$ cat src/rtl/regfile_pkg.sv
// regfile_pkg
//   Shared types and helpers for the multi-read-port register file.
//   rf_state_t : sequencer state (RF_CLEAR while zeroing storage, RF_RUN after)
//   rf_aw(n)   : address width needed to index n registers
package regfile_pkg;

  typedef enum logic {RF_CLEAR = 1'b0, RF_RUN = 1'b1} rf_state_t;

  function automatic int rf_aw(input int n);
    return $clog2(n);
  endfunction

endpackage

$ cat src/rtl/regfile_scoreboard.sv
// regfile_scoreboard
//   Per-register busy vector for a pipelined datapath. A register is marked
//   busy when an instruction writing it is issued and freed on writeback.
//   Ports:
//     clk, rst  : clock, synchronous active-high reset
//     clear     : zero all bits (register file is in its clearing phase)
//     set_en    : mark set_reg busy
//     set_reg   : register being issued
//     clr_en    : mark clr_reg free
//     clr_reg   : register being written back
//     busy      : registered busy vector, one bit per register
module regfile_scoreboard
  import regfile_pkg::*;
#(
  parameter int NREGS    = 32,
  parameter int ZERO_REG = 1,
  localparam int AW      = rf_aw(NREGS)
) (
  input  logic             clk,
  input  logic             rst,
  input  logic             clear,
  input  logic             set_en,
  input  logic [AW-1:0]    set_reg,
  input  logic             clr_en,
  input  logic [AW-1:0]    clr_reg,
  output logic [NREGS-1:0] busy
);

  logic [NREGS-1:0] busy_next;

  // Clear is applied before set so an issue and a writeback of the same
  // register in one cycle leave it busy (the new producer is still pending).
  always_comb begin
    busy_next = busy;
    if (clr_en) busy_next[clr_reg] = 1'b0;
    if (set_en) busy_next[set_reg] = 1'b1;
    if (ZERO_REG != 0) busy_next[0] = 1'b0;
  end

  always_ff @(posedge clk) begin
    if (rst || clear) busy <= '0;
    else              busy <= busy_next;
  end

endmodule

$ cat src/rtl/regfile_mp.sv
// regfile_mp
//   Parametrised multi-read-port integer register file for the RV32I core.
//   After reset a sequencer zeroes every register one per cycle; ready rises
//   once the last one is cleared. Reads are combinational with optional
//   same-cycle write bypass.
//   Optional feature macro: REGFILE_SCOREBOARD_EN adds a per-register busy
//   scoreboard (alloc_en, alloc_reg, read_busy ports).
//   Ports:
//     clk, rst    : clock, synchronous active-high reset
//     ready       : 1 once the clearing sequence has finished
//     read_reg    : NRD read addresses
//     read_data   : NRD read results (0 while not ready)
//     write_reg   : write address
//     write_data  : write data
//     write_en    : write strobe
//     alloc_en    : (scoreboard) mark alloc_reg busy
//     alloc_reg   : (scoreboard) destination being issued
//     read_busy   : (scoreboard) busy bit of each read_reg
module regfile_mp
  import regfile_pkg::*;
#(
  parameter int XLEN     = 32,
  parameter int NREGS    = 32,
  parameter int NRD      = 2,
  parameter int ZERO_REG = 1,
  parameter int BYPASS   = 1,
  localparam int AW      = rf_aw(NREGS)
) (
  input  logic                             clk,
  input  logic                             rst,
  output logic                             ready,
  input  logic        [NRD-1:0][AW-1:0]    read_reg,
  output logic signed [NRD-1:0][XLEN-1:0]  read_data,
  input  logic        [AW-1:0]             write_reg,
  input  logic signed [XLEN-1:0]           write_data,
  input  logic                             write_en
`ifdef REGFILE_SCOREBOARD_EN
  ,
  input  logic                             alloc_en,
  input  logic        [AW-1:0]             alloc_reg,
  output logic        [NRD-1:0]            read_busy
`endif
);

  rf_state_t        state;
  logic [AW-1:0]    cnt;
  logic [XLEN-1:0]  regs [NREGS];
  logic             write_ok;

  // A write takes effect only in RUN and never lands in a hardwired x0.
  assign write_ok = write_en && ready &&
                    !((ZERO_REG != 0) && (write_reg == '0));

  // Clearing sequencer: reset restarts it from register 0 whatever the
  // current state, and ready rises on the edge that clears the last one.
  always_ff @(posedge clk) begin
    if (rst) begin
      state <= RF_CLEAR;
      cnt   <= '0;
      ready <= 1'b0;
    end else begin
      case (state)
        RF_CLEAR: begin
          cnt <= cnt + AW'(1);
          if (cnt == AW'(NREGS - 1)) begin
            state <= RF_RUN;
            ready <= 1'b1;
          end
        end
        default: begin
          state <= RF_RUN;
        end
      endcase
    end
  end

  // Storage has no reset of its own; the sequencer zeroes it instead so it
  // can map onto plain flops or distributed RAM without a reset network.
  always_ff @(posedge clk) begin
    if (!rst) begin
      if (state == RF_CLEAR) regs[cnt]       <= '0;
      else if (write_ok)     regs[write_reg] <= write_data;
    end
  end

  // Read ports: bypass has priority over storage so decode sees a value
  // being written back in the same cycle.
  always_comb begin
    read_data = '0;
    for (int i = 0; i < NRD; i++) begin
      if (!ready) begin
        read_data[i] = '0;
      end else if ((BYPASS != 0) && write_ok && (write_reg == read_reg[i])) begin
        read_data[i] = write_data;
      end else if ((ZERO_REG != 0) && (read_reg[i] == '0)) begin
        read_data[i] = '0;
      end else begin
        read_data[i] = regs[read_reg[i]];
      end
    end
  end

`ifdef REGFILE_SCOREBOARD_EN
  logic [NREGS-1:0] busy;

  regfile_scoreboard #(
    .NREGS    (NREGS),
    .ZERO_REG (ZERO_REG)
  ) u_scoreboard (
    .clk     (clk),
    .rst     (rst),
    .clear   (state == RF_CLEAR),
    .set_en  (alloc_en && ready),
    .set_reg (alloc_reg),
    .clr_en  (write_en && ready),
    .clr_reg (write_reg),
    .busy    (busy)
  );

  always_comb begin
    read_busy = '0;
    for (int i = 0; i < NRD; i++) begin
      read_busy[i] = busy[read_reg[i]];
    end
  end
`endif

endmodule

$ cat config.mk
export PLATFORM = sky130hd
export DESIGN_NAME = regfile_mp
export DESIGN_NICKNAME = d
export VERILOG_FILES = /design/src/rtl/regfile_pkg.sv /design/src/rtl/regfile_scoreboard.sv /design/src/rtl/regfile_mp.sv
export SDC_FILE = /design/constraint.sdc
export NUM_CORES = 1
export LEC_CHECK = 0
export BUFFER_PORTS_ARGS = -buffer_cell sky130_fd_sc_hd__buf_2
export CORE_MARGIN = 2
export CORE_UTILIZATION = 63
export CTS_CLUSTER_DIAMETER = 200
export CTS_CLUSTER_SIZE = 20
export DETAILED_ROUTE_END_ITERATION = 8
export GPL_ROUTABILITY_DRIVEN = 0
export PLACE_DENSITY = 0.83
export SLEW_MARGIN = 15
export SYNTH_ARGS = -nofsm -noshare
export SYNTH_HDL_FRONTEND = slang
export SYNTH_SLANG_ARGS = --single-unit
$ cat constraint.sdc
create_clock -name clk -period 6.3 [get_ports clk]
set_input_delay 0.315 -clock clk [delete_from_list [all_inputs] [get_ports clk]]
set_output_delay 0.315 -clock clk [all_outputs]
set_load 0.01 [all_outputs]
Yosys cells after proc, flatten, opt, wreduce, memory -nomap -nowiden
Memory sizes are Yosys's and may differ from the RTL's.
Index checks and enable logic that the tools add are counted.

word-level totals
  register bits = 7
  RAM bits = 1024
  output and inout port bits = 65
  memories = 1

memories
  name  words  width  read ports  clocked after Yosys merged registers in  write ports  RTL line          text
  regs  32     32     2           0                                        1            regfile_mp.sv:47  logic [XLEN-1:0] regs [NREGS];

cells by class
  add/sub/neg operators = 1
  equal/unequal tests = 3
  multiplexer cells = 18
  bitwise gates (word level) = 1
  reductions and logical operators = 10

operator list
  kind                   number
  $mux W32               7
  $reduce_or A32 Y1      1
  $logic_not A5 Y1       3
  $eq A5 B5 Y1           2
  $mux W1                10
  $add A5 B1 Y5 const B  1
  $eq A5 B5 Y1 const B   1
  $mux W5                1
  $logic_and A1 B1 Y1    4
  $reduce_and A2 Y1      1
  $logic_not A1 Y1       1
  $not A1 Y1             1

Longest topological paths before layout
Gate-level depths: netlist of run 1.

  depth after elaboration = 9
  gate-level depth with buffers = 10

Worst setup path after synthesis of run 1
OpenSTA, ideal clock, no wires.

  kind = input to register
  start = input write_reg[4]
  end = memory regs[10][0], enable pin
  setup time = 0.468 ns
  data arrival time = 4.148 ns
  required time = 5.832 ns
  setup slack = 1.685 ns
  stages on the path = 7
  buffers on the path = 3
  cell sequence = buf_6 -> or4_4 -> buf_6 -> o2111ai_4 -> buf_12 -> mux2i_1 -> nor3b_1

on the way
  longest elaborated chain between the ends = 9
  elaborated cells between the ends (all ways) = 10
  those cells by class = 6 x mux; 4 x reduce/logical

ends and longest elaborated chain
  element                                       RTL line          text
  start: declaration                            regfile_mp.sv:34  input logic [AW-1:0] write_reg,
  $logic_not A5 Y1                              regfile_mp.sv:52  !((ZERO_REG != 0) && (write_reg == '0));
  $logic_not A1 Y1                              regfile_mp.sv:52
  $logic_and A1 B1 Y1                           regfile_mp.sv:51  assign write_ok = write_en && ready &&
  $mux W1                                       regfile_mp.sv:82  else if (write_ok) regs[write_reg] <= write_data;
  $mux W1                                       regfile_mp.sv:81  if (state == RF_CLEAR) regs[cnt] <= '0;
  $mux W1                                       regfile_mp.sv:80  if (!rst) begin
  $mux W1 (implied by the code)                 regfile_mp.sv:82
  $reduce_or A32 Y1 (no line)                   n/a
  $mux W5 (no line) or $mux W1 (tied branches)  n/a
  end: declaration                              regfile_mp.sv:47

Parallel ways exist; a longest one is shown, timed or not.

==> results.tsv, run 1 <==
metric	value	unit
h-tree-depth	2	
syn_area	48000	µm²
worstHoldPathCells	2	
setup_violations	0	
power	12000	µW
synth_top_area_cell	edfxtp_1	
rrSetupSlack	2850	ps
fillers	4433	
ys.warnings.count	0	
cts_resized	0	
final_max_slew_viol_count	0	
r2r_end	regs[2][18]$_DFFE_PP_	
post-place-ws	2520	ps
synth_ff_type	edfxtp_1	
cts.sinks	1031	
antenna_found_initial	7	
skew	18.6	ps
cp-start-kind	input port	
cellPowerDensity	235	nW/µm²
clk_latency	640	ps
layout-drive-gt1-share	34.4	%
grtUsageTotal	33.6	%
max_freq	0.254	GHz
path_cells	buf_2, xor2_1, nor3_1, a31oi_2, nand2_2, o21ai_1, buf_2	
grt.overflow.total	0	
max_slew_margin	11.4	%
required	5980	ps
async_reset_ff_share	0	%
via_per_inst	8.08	
crit_path_start	read_reg[3]	
worst_slack	2360	ps
drc	0	
slowest_stage	buf_2	
synth_cell_types	53	
power.leakage	0.0175	µW
clk_pin_slew	90	ps
cap_violations	0	
cts_max_path_buffers	3	
cpPeakStageDelay	840	ps
syn_inst	2372	
port-buffer-count	114	
numCtsBuffers	57	
cts_root_buf	clkbuf_16	
syn_nets	2424	
tritoncts	yes	
cp-end-kind	output port	
grt_max_degree	103	
holdWs	368	ps
fp.dieH	280	µm
synth_seq_cells	1031	
fin_nets	2465	
fp.coreArea	75700	µm²
min_path_type	input port to flop	
drt-wirelength-per-cell	38.3	µm
finalWirelength	130	mm
rsz0062_at_grt	no	
vias	27490	
drt_iter0_drc	4318	
cp_max_fo	31	
critical_path_class	input port to output port	
ios	115	
synth_top_cells_by_area	edfxtp_1, mux4_2, a22oi_1	
dr.pass1.iters	6	
hold_viol_final	0	
die_area	78300	µm²
rows	101	
synth_edf_count	1024	
cts.hold.buffers_added	1	
crit_arrival	3630	ps
initial_core_util	63.3	%
fin_crit	3940	ps
first_global_vias	28134	
tightestPinTransition	1330	ps
fin_setup_tns	0	ps
crit_path_end	read_data[21]	
fin_crit_sh	62.5	%
dp_hpwl	75.6	mm
postCtsSetupRepairBufs	0	
die_w	280	µm
r2r_start	state$_SDFF_PP0_	
path_common_cell	buf_2	
reg2reg_depth	6	
grt_pass1_wl	188	mm
synth_top_area_share	64.1	%
outcome	finished clean	
ant_nets	0	
syn_area_per_cell	20.2	µm²
yosysSeqAreaShare	64.4	%
vdd_drop_max	234	µV
area_growth	6.94	%
==> worst max-delay path, delay by kind of cell <==
family,cells,cell delay [ps]
xor+xnor,1,180
simple gates,2,1360
buf+inv,2,1090
compound gates,2,650
==> metal layers <==
metal  up-vias  track usage, %  share of wire [%]
li1      10461               -                  -
met1     14266            44.3                 33
met2      2367            53.5                 49
met3       386            8.87                 13
met4        10            15.0                4.7
met5         -               0              0.058
==> cell usage in the layout, fill, tap and decap left out, types with 3 or more instances in the layout <==
master,instances
a21oi_1,4
xnor2_1,6
nor2b_1,3
nor3_1,3
a221oi_1,63
clkbuf_16,57
a31oi_4,4
mux2i_1,69
edfxtp_1,1024
inv_1,3
nor2b_4,6
a22o_1,63
mux4_2,513
nor2_1,12
nor3b_1,4
nand2_1,16
clkbuf_1,11
buf_2,108
a22oi_1,126
buf_12,3
and2_2,17
nand2b_1,4
o21ai_0,93
o21ai_1,34
xor2_1,7
nor3b_2,3
buf_8,8
and2_1,19
dfxtp_1,7
buf_4,66
nor2_4,31
==> synthesized netlist by cell type (7+ instances only) <==
library cell,count
nor2b_1,9
edfxtp_1,1024
nand2_1,16
dfxtp_1,7
buf_6,9
mux4_2,513
o21ai_1,34
nor2_1,43
mux2i_1,69
a221oi_1,63
a22o_1,63
nor3b_1,7
xor2_1,7
a22oi_1,126
clkbuf_1,100
and2_1,34
buf_2,81
buf_1,9
o21ai_0,93
==> per-stage QoR <==
stage / cells / cell area (µm²) / util (%)
4_1_cts: 3397 / 51200 / 67.6
5_1_grt: 3401 / 51300 / 67.7
3_5_place_dp: 3327 / 49700 / 65.6
2_1_floorplan: 2372 / 48000 / -
3_3_place_gp: 3327 / 49700 / 65.6
6_report: 3403 / 51300 / 67.7
==> sequential cells by signal, indices dropped and copies added, names as in the netlist <==
name,cells
cnt,5
ready,1
regs,1024
state,1
==> worst min path at each step <==
stage | from | to | slack (ps)
after floorplan | cnt[1]$_SDFFE_PP0N_ | cnt[1]$_SDFFE_PP0N_ | 510
after global placement | cnt[1]$_SDFFE_PP0N_ | cnt[1]$_SDFFE_PP0N_ | 530
after detailed placement | cnt[1]$_SDFFE_PP0N_ | cnt[1]$_SDFFE_PP0N_ | 560
after CTS | rst | ready$_SDFFE_PP0P_ | 510
after global routing | write_data[29] | regs[28][29]$_DFFE_PP_ | 410
final | write_data[29] | regs[28][29]$_DFFE_PP_ | 370
==> final cells by class <==
cell class	instances	area, µm²	area share, %
diodes	2	5.00	0.00976
clock buffers	68	1470	2.86
clock inverters	1	11.3	0.0220
inverters	3	11.3	0.0220
multi-input cells	1132	16400	32.0
flip-flops and latches	1031	30900	60.2
well taps	978	1220	2.39
repair buffers	188	1270	2.47
==> where the power goes <==
group	switching (µW)	leakage, µW	internal (µW)
Clock	2090	0.000721	1630
Combinational	496	0.00574	334
Sequential	18.5	0.0111	7460
==> cells by family after synthesis <==
| kind of cell | Yosys count | share of synthesized area [%] |
|---|---|---|
| XOR/XNOR | 13 | 0.237 |
| AO/OA/AOI/OAI | 400 | 6.13 |
| buffers and inverters | 209 | 2.07 |
| flip-flops | 1031 | 64.4 |
| multiplexers | 585 | 25.6 |
| adder cells (fa/ha/maj) | 2 | 0.0522 |
| AND/OR/NAND/NOR | 132 | 1.48 |
Note: power is estimated with default switching activity, not from simulation.
==> inputs of run 2 (changes only) <==
CORE_UTILIZATION = 57   (was 63)
PLACE_DENSITY = 0.8   (was 0.83)
clock period = 3.25 ns   (was 6.3 ns; I/O delays follow)
==> results.tsv, run 2 (synthesis results as in run 1) <==
metric	value	unit
vdd_drop_max	481	µV
regMostFlops	regs	
grt_pass1_wl	194	mm
fin_nets	2553	
fp.dieH	294	µm
worstHoldPathCells	2	
max_freq	0.317	GHz
cp-start-kind	flop	
via_per_inst	7.83	
drt-wirelength-per-cell	37.2	µm
postCtsSetupRepairBufs	0	
vias	28171	
cts_max_path_buffers	3	
port-buffer-count	114	
path_cells	mux4_2, a22oi_1, o21ai_0, a22oi_1, o21ai_1, buf_2	
hold_viol_final	0	
design_area	52700	µm²
cpPeakStageDelay	500	ps
grtUsageTotal	31.2	%
numCtsBuffers	57	
finalWirelength	134	mm
clk_latency	660	ps
cts_root_buf	clkbuf_16	
placed_area	51100	µm²
critPathTopFamily	compound AO/OA/AOI/OAI gates	
r2r_start	state$_SDFF_PP0_	
critical_path_class	flop to output port	
drc	0	
fillers	5392	
tritoncts	yes	
largest_reg_flops	1024	
cellPowerDensity	448	nW/µm²
die_area	86500	µm²
fin_setup_tns	0	ps
final_cells	3596	
grt.overflow.total	0	
ant_nets	0	
first_global_vias	28695	
die_w	294	µm
max_slew_margin	17.4	%
antenna_found_initial	4	
final_max_slew_viol_count	0	
h-tree-depth	2	
clk_pin_slew	90	ps
fin_crit_sh	97.0	%
reg_top3	regs: 1024 flops, cnt: 5 flops	
cap_violations	0	
power.leakage	0.0182	µW
rsz0062_at_grt	no	
cts.sinks	1031	
ios	115	
fin_crit	3150	ps
cp.depth	6	
path_common_cell	a22oi_1	
rrSetupSlack	290	ps
cp_max_fo	2	
drt_iter0_drc	4607	
tightestPinTransition	1240	ps
crit_buf_inv	1	
post-place-ws	348	ps
setup_violations	0	
hold_end	regs[6][1]$_DFFE_PP_	
rows	106	
initial_core_util	57.5	%
reg2reg_depth	4	
cp-end-kind	output port	
skew	27.9	ps
fin_util	63.2	%
final_common_cell	edfxtp_1	
min_path_type	input port to flop	
crit_arrival	2990	ps
fp.coreArea	83400	µm²
hp-start	write_data[1]	
r2r_end	regs[16][29]$_DFFE_PP_	
grt_max_degree	69	
worst_slack	96.1	ps
outcome	finished clean	
required	3090	ps
slowest_stage	mux4_2	
area_growth	9.91	%
dp_hpwl	83.4	mm
dp_cells	3519	
layout-drive-gt1-share	36.7	%
dr.pass1.iters	8	
layout_common_cells	edfxtp_1, mux4_2, a22oi_1	
[run 2: changes by cell type in the layout (fill, tap and decap cells not counted), moves of 3 or more]
cell / before / now
buf_12: 3 / 49
buf_4: 66 / 110
and2_1: 19 / 22
and2_2: 17 / 14
nor3b_2: 3 / 0
nor3b_4: 0 / 3
[run 2: routing by layer]
| layer | part of all wire, % | up-vias | GRT usage, % |
|---|---|---|---|
| li1 | - | 10660 | - |
| met1 | 34 | 14770 | 42.1 |
| met2 | 48 | 2330 | 49.6 |
| met3 | 13 | 409 | 7.66 |
| met4 | 4.3 | 2 | 12.1 |
| met5 | 0.0067 | - | 0 |
[run 2: how the worst max path moves through the flow]
stage	endpoint	startpoint	slack (ps)
3_3_place_gp	read_data[30]	read_reg[0]	280
2_1_floorplan	regs[29][0]$_DFFE_PP_	write_reg[4]	-240
5_1_grt	read_data[61]	ready$_SDFFE_PP0P_	30
4_1_cts	read_data[63]	ready$_SDFFE_PP0P_	120
3_5_place_dp	read_data[30]	read_reg[0]	350
6_report	read_data[28]	regs[31][28]$_DFFE_PP_	100
[run 2: power breakdown]
group | switching [µW] | internal [µW]
logic | 1000 | 732
clock network | 4090 | 3270
registers | 35.8 | 14500
[run 2: cell type report]
| type | count | area (µm²) | area share [%] |
|---|---|---|---|
| Multi-Input combinational cell | 1132 | 16400 | 31.2 |
| Clock inverter | 2 | 20.0 | 0.0380 |
| Sequential cell | 1031 | 30900 | 58.6 |
| Tap cell | 1080 | 1350 | 2.56 |
| Antenna cell | 1 | 2.50 | 0.00475 |
| Inverter | 3 | 11.3 | 0.0214 |
| Clock buffer | 71 | 1520 | 2.89 |
| Timing Repair Buffer | 276 | 2480 | 4.70 |
[run 2: repair_timing]
item | CTS | global route
hold endpoints to repair | 7 | 0
setup endpoints to repair | 1 | 1
gates resized for setup | 1 | 2
hold buffers | 1 | 0
cloned | 0 | 0
[run 2: through the flow]
stage	power, µW	hold WS, ps
after floorplan	15900	460
after global routing	24100	243
after global placement	16500	479
final	23600	237
after detailed placement	16500	488
after CTS	23600	210
